<file path="src/rtl/imem_arbiter.sv">
// imem_arbiter: round-robin arbiter giving two instruction fetch requesters access to one
// single-port instruction memory whose read data is registered (one cycle of latency).
//
// Ports:
//   clock, reset            single clock; synchronous active-high reset
//   req_valid/req_addr      per-requester read request; requester 0 in the low slice
//   req_ready               one-hot (or zero) accept, combinational in IDLE only
//   resp_valid/data/err     response to the granted requester; data and err shared
//   resp_ready              per-requester response acceptance
//   mem_addr/mem_data       memory address out, registered read data in
//   mem_validation          combinational in-range flag for the current mem_addr
//   busy                    high whenever a transaction is in flight
module imem_arbiter #(
   parameter int unsigned ADDR_WIDTH = 7,
   parameter int unsigned DATA_WIDTH = 32
) (
   input  logic                    clock,
   input  logic                    reset,
   input  logic [1:0]              req_valid,
   input  logic [2*ADDR_WIDTH-1:0] req_addr,
   output logic [1:0]              req_ready,
   output logic [1:0]              resp_valid,
   output logic [DATA_WIDTH-1:0]   resp_data,
   output logic                    resp_err,
   input  logic [1:0]              resp_ready,
   output logic [ADDR_WIDTH-1:0]   mem_addr,
   input  logic [DATA_WIDTH-1:0]   mem_data,
   input  logic                    mem_validation,
   output logic                    busy
);

   typedef enum logic [1:0] {StIdle, StRead, StResp} state_e;

   state_e                  state_q, state_d;
   logic                    last_q, last_d;     // requester granted most recently
   logic                    gnt_q, gnt_d;       // requester owning the transaction
   logic [ADDR_WIDTH-1:0]   addr_q, addr_d;
   logic                    err_q, err_d;
   logic [DATA_WIDTH-1:0]   resp_data_q, resp_data_d;

   logic                    grant;
   logic                    gnt_idx;
   logic [ADDR_WIDTH-1:0]   gnt_addr;

   always_comb begin
      grant    = (state_q == StIdle) && (req_valid != 2'b00);
      // On a tie the requester not served last wins; otherwise the only active one.
      gnt_idx  = (req_valid == 2'b11) ? ~last_q : req_valid[1];
      gnt_addr = gnt_idx ? req_addr[2*ADDR_WIDTH-1:ADDR_WIDTH] : req_addr[ADDR_WIDTH-1:0];

      state_d     = state_q;
      last_d      = last_q;
      gnt_d       = gnt_q;
      addr_d      = addr_q;
      err_d       = err_q;
      resp_data_d = resp_data_q;

      unique case (state_q)
         StIdle: begin
            if (grant) begin
               state_d = StRead;
               last_d  = gnt_idx;
               gnt_d   = gnt_idx;
               addr_d  = gnt_addr;
               err_d   = ~mem_validation;
            end
         end
         StRead: begin
            // Memory output for an out-of-range address is meaningless, so it is masked.
            resp_data_d = err_q ? '0 : mem_data;
            state_d     = StResp;
         end
         StResp: begin
            if (resp_ready[gnt_q]) state_d = StIdle;
         end
         default: state_d = StIdle;
      endcase
   end

   always_comb begin
      req_ready  = grant ? (gnt_idx ? 2'b10 : 2'b01) : 2'b00;
      resp_valid = (state_q == StResp) ? (gnt_q ? 2'b10 : 2'b01) : 2'b00;
      resp_err   = (state_q == StResp) && err_q;
      resp_data  = resp_data_q;
      // The address is presented during the grant cycle so data arrives in READ.
      mem_addr   = grant ? gnt_addr : addr_q;
      busy       = (state_q != StIdle);
   end

   always_ff @(posedge clock) begin
      if (reset) begin
         state_q     <= StIdle;
         last_q      <= 1'b1;
         gnt_q       <= 1'b0;
         addr_q      <= '0;
         err_q       <= 1'b0;
         resp_data_q <= '0;
      end else begin
         state_q     <= state_d;
         last_q      <= last_d;
         gnt_q       <= gnt_d;
         addr_q      <= addr_d;
         err_q       <= err_d;
         resp_data_q <= resp_data_d;
      end
   end

endmodule
</file>
<file path="config.mk">
export PLATFORM = sky130hd
export DESIGN_NAME = imem_arbiter
export DESIGN_NICKNAME = d
export VERILOG_FILES = /design/src/rtl/imem_arbiter.sv
export SDC_FILE = /design/constraint.sdc
export NUM_CORES = 1
export LEC_CHECK = 0
export CAP_MARGIN = 20
export CORE_ASPECT_RATIO = 0.9
export CORE_MARGIN = 4
export CORE_UTILIZATION = 43
export CTS_CLUSTER_DIAMETER = 30
export CTS_CLUSTER_SIZE = 30
export DETAILED_ROUTE_END_ITERATION = 8
export GPL_TIMING_DRIVEN = 0
export PLACE_DENSITY = 0.91
export SETUP_SLACK_MARGIN = 0.4
export SYNTH_ARGS = -nofsm -noshare
export SYNTH_HDL_FRONTEND = slang
export SYNTH_SLANG_ARGS = --single-unit
</file>
<file path="constraint.sdc">
create_clock -name clock -period 2.4 [get_ports clock]
set_input_delay 0.36 -clock clock [delete_from_list [all_inputs] [get_ports clock]]
set_output_delay 0.36 -clock clock [all_outputs]
set_load 0.02 [all_outputs]
</file>
Yosys cells after proc, flatten, opt, wreduce, memory -nomap -nowiden

Index checks and enable logic that the tools add are counted.

Bits in registers: 44
Memories: 0
Bits in writable memories: 0
Latch bits: 0
Bits in read-only memories: 0

Add/subtract/negate cells: 0
Bitwise operators: 2
Equality and inequality tests: 5
Magnitude comparators: 1
Shift-type cells: 0
Multipliers: 0
Reductions and logical operators: 7
Divide/modulo/power cells: 0
Mux-type cells: 13

Operators with widths:

| operator             | count |
|---|---|
| $mux W32             | 1 |
| $mux W7              | 2 |
| $mux W2              | 6 |
| $pmux W2 S3          | 1 |
| $eq A2 B2 Y1 const B | 2 |
| $ne A2 B2 Y1 const B | 2 |
| $reduce_and A2 Y1    | 2 |
| $reduce_bool A2 Y1   | 2 |
| $mux W1              | 3 |
| $eq A2 B1 Y1 const B | 1 |
| $logic_and A1 B1 Y1  | 2 |
| $logic_not A2 Y1     | 1 |
| $lt A1 B2 Y1 const B | 1 |
| $not A1 Y1           | 2 |

Longest topological paths before layout

Depth in word-level cells: 4
Depth in mapped cells: 5
Mapped depth without buffers: 4

Worst setup path after synthesis

No wires, ideal clock.

Path type: register to output
From: reg state_q[1]
To: out mem_addr[0]
Path slack: 0.889 ns
Arrival time: 1.151 ns
Path buffers: 1
Data required time: 2.040 ns
Stages on the path, launching flop included: 6
Cells stage by stage: dfxtp_1 nor2_4 inv_2 buf_4 o21ai_0 nand3_1

Cells in the longest elaborated chain, start to end: 3

RTL lines:

| item                     | RTL line | source |
|---|---|---|
| start: declaration       | 34       | `state_e state_q, state_d;` |
| start signal: assignment | 92       | `state_q <= StIdle;` |
| start signal: assignment | 99       | `state_q <= state_d;` |
| $logic_not A2 Y1         | 46       | `grant = (state_q == StIdle) && (req_valid != 2'b00);` |
| $logic_and A1 B1 Y1      | 46       |  |
| $mux W7                  | n/a      |  |
| end: declaration         | 26       | `output logic [ADDR_WIDTH-1:0] mem_addr,` |

Every way passes these cells.

Worst setup path in the final report

From: reg state_q[0]
To: out mem_addr[4]

Same word-level chain as after synthesis.

==> flow_summary.yaml <==
yosys:
  synth.top_cells.by_area: "dfxtp_1 (46%), nand3b_1 (13%), a21oi_1 (10%)"
  combinational_family_with_the_most_area_after_synthesis: "simple AND/OR/NAND/NOR gates"
  postSynthNetCount: 285
  synthesis.instances: 232
  average_instance_area_after_synthesis_um2: 8.27
  netlist.area_leader.share_pct: 45.9
  yosys_register_bits: 44
  yosysMostFrequentCell: "dfxtp_1"
  number_of_flops_mapped_to_enable_cells_by_yosys: 0
  yosys-mux-area-fraction_pct: 0.522
  netlist_top_cells_count: "dfxtp_1 (44), a21oi_1 (39), nand2_1 (33)"
  ys_async_sr_fraction_pct: 0
  yosys.area_share.adder_pct: 0
  synth_ff_type: "dfxtp_1"
  netlist.top_cell.by_area: "dfxtp_1"
  synth_compound_area_share_pct: 17.0
  yosysWarnings: 0
  mappedNetlistArea_mm2: 0.00192
  yosysUniqueCellTypes: 25
  synth.yosys.seq_area_share_pct: 45.9
  yosys.area_share.simple_pct: 30.5
  synthXorXnorAreaFrac_pct: 0
clocking:
  tritoncts_num_sinks: 44
  cts-htree-levels: 2
  clk_latency_ns: 0.30
  tritoncts.num_buffers: 5
  clockBufferDepth: 2
  clock_tree.root_cell: "clkbuf_8"
  worst_setup_hold_path_clk_slew_ns: 0.08
  cts_tree: "yes"
timing:
  slew_headroom_pct: 67.4
  final_max_slew_viol_count: 0
  tightest_slew_ns: 0.489
  finalHoldWorstSlack_ns: 0.450
  worst_clock_skew_on_the_final_layout_ns: 0.00694
  hold_violations: 0
  post-route-period-util_pct: 78.9
  setup_tns_ns: 0
  max_freq_mhz: 528
  final.min_clock_period_ns: 1.89
  unrepaired_setup_endpoints_after_global_routing: "no"
  final_setup_viols: 0
final_layout:
  drive_gt1_share_pct: 12.0
  diodes: 0
  final_nets: 393
  nFillCells: 315
  area_growth_pct: 62.0
route:
  via_count: 2062
  dr.first_iter.drc_count: 66
  routed_wire_length_um: 5750
  dr.pass1.iters: 5
  postRouteAntennaNets: 0
  avgRoutedWirePerCell_um: 14.3
  residual_drc: 0
  average_via_count_per_standard_cell: 5.14
floorplan:
  die_area_mm2: 0.00559
  start_util_pct: 45.8
  die_h_um: 71.4
  num_io_pins: 98
  rows: 22
  dieWidth_um: 78.4
  floorplan.core_area_mm2: 0.00418
placement:
  detail_placement_hpwl_um: 4080
  gpl.final_weighted_congestion: 0.839
  io_buffers: 96
global_routing:
  grt_pass1_vias: 1931
  pin_count_of_the_biggest_net_entering_global_routing: 14
  grt_first_pass_wirelength_um: 9030
  antenna_violations_before_repair: 0
  total_routing_usage_reported_by_global_routing_pct: 20.3
  grt_remaining_overflow: 0
worst_setup_path:
  path_delay_family: "buffers and inverters"
  timing_worst_setup_path_type: "flip-flop to output port"
  worstPathArrival_ns: 1.53
  worstPathMaxFanout: 10
  cp_cell_sequence: "nor2_4, buf_4, buf_6, nand4_1, nand3_1, clkdlybuf4s15_2"
  worstPathBufferInverterCount: 3
  type_of_element_capturing_the_critical_path: "output port"
  cp-start-kind: "flip-flop"
  slowest_stage: "dfxtp_2"
  critPathMaxStageDelay_ns: 0.35
  worstPathRequired_ns: 2.04
pwr:
  total_leakage_power_uw: 0.00115
  ir_worst_vdd_v: 0.000382
  power_density_mw_per_mm2: 598
flow_run:
  max_cap_violations: 0
worst_hold_path:
  hold_path_class: "flip-flop to flip-flop"
outcome:
  status: "completed"
[flip-flops by register name, summed over array words and instances, names as in the netlist]
| name | flops |
|---|---|
| gnt_q | 1 |
| last_q | 1 |
| err_q | 1 |
| state_q | 2 |
| resp_data | 32 |
| addr_q | 7 |
[where the power goes]
part	internal, uW	total (uW)	switching, uW
Clock	234	484	250
Sequential	787	822	34.5
Combinational	271	552	281
[layer usage]
metal  GRT usage (%)  part of all wire, %
met1            24.3                   41
met2            35.7                   50
met3            5.28                  7.5
met4            6.41                  1.2
met5               0                    0
[layout by cell type (no fill, tap or decap), types with 3 or more instances in the layout]
cell / netlist / layout
clkdlybuf4s50_1: 0 / 81
dfxtp_1: 44 / 42
a21oi_1: 39 / 39
nand2_1: 33 / 33
nand3b_1: 32 / 32
nand3_1: 14 / 14
nor2_1: 9 / 9
buf_2: 5 / 8
clkbuf_1: 8 / 8
nand4_1: 7 / 7
buf_4: 6 / 7
a311oi_1: 7 / 7
dlygate4sd2_1: 0 / 7
clkbuf_8: 0 / 6
o21ai_1: 0 / 5
buf_6: 0 / 3
o21ai_0: 10 / 3
clkdlybuf4s15_2: 0 / 3
[metrics by stage]
| step | power, uW | setup slack (ns) | utilization (%) | cell area (um2) | instances |
|---|---|---|---|---|---|
| after detailed placement | 1380 | -0.190 | 70.6 | 2950 | 388 |
| after floorplan | 1120 | 0.889 | - | 1920 | 232 |
| after CTS | 1870 | 0.419 | 74.6 | 3120 | 401 |
| after global routing | 1950 | 0.411 | 74.3 | 3110 | 401 |
| final | 1860 | 0.508 | 74.3 | 3110 | 401 |
| after global placement | 1370 | -0.116 | 70.6 | 2950 | 388 |
[worst paths after layout]
path,slack (ns),to,cells after the start,start
setup / recovery,0.51,mem_addr[4],6,state_q[0]
hold / removal,0.45,resp_data[20],2,resp_data[20]
setup reg to reg,1.06,resp_data[5],4,state_q[1]
hold reg to reg,0.45,resp_data[20],2,resp_data[20]
[layout make-up]
| cell class | instances | area, um2 | area share (%) |
|---|---|---|---|
| timing repair buffer | 100 | 973 | 31.3 |
| buffer | 21 | 123 | 3.95 |
| clock buffer | 7 | 86.3 | 2.78 |
| tap | 60 | 75.1 | 2.42 |
| sequential | 44 | 883 | 28.4 |
| multi-input combinational | 166 | 951 | 30.6 |
| inverter | 2 | 7.51 | 0.242 |
| clock inverter | 1 | 7.51 | 0.242 |
[cell families (layout without fill, tap and decap cells)]
| logic type | after synthesis | in the layout |
|---|---|---|
| AOI/OAI and AO/OA | 58 | 58 |
| buffers and inverters | 23 | 131 |
| DFF | 44 | 44 |
| muxes | 1 | 1 |
| and+or+nand+nor | 106 | 107 |
[repair_timing]
action | CTS | global route
buffers inserted | 4 | 0
pin swaps | 2 | 0
setup endpoints to repair | 13 | 8
hold endpoints to repair | 0 | 0
cloned | 1 | 0
gates resized for setup | 43 | 11
hold buffers | 0 | 0
[tightest hold or removal path, cell delays in order (launching register included)]
cell	delay [ns]
dfxtp_1	0.31
nand2_1	0.05
a21oi_1	0.05
No activity file was read; power rests on OpenSTA's default activity.
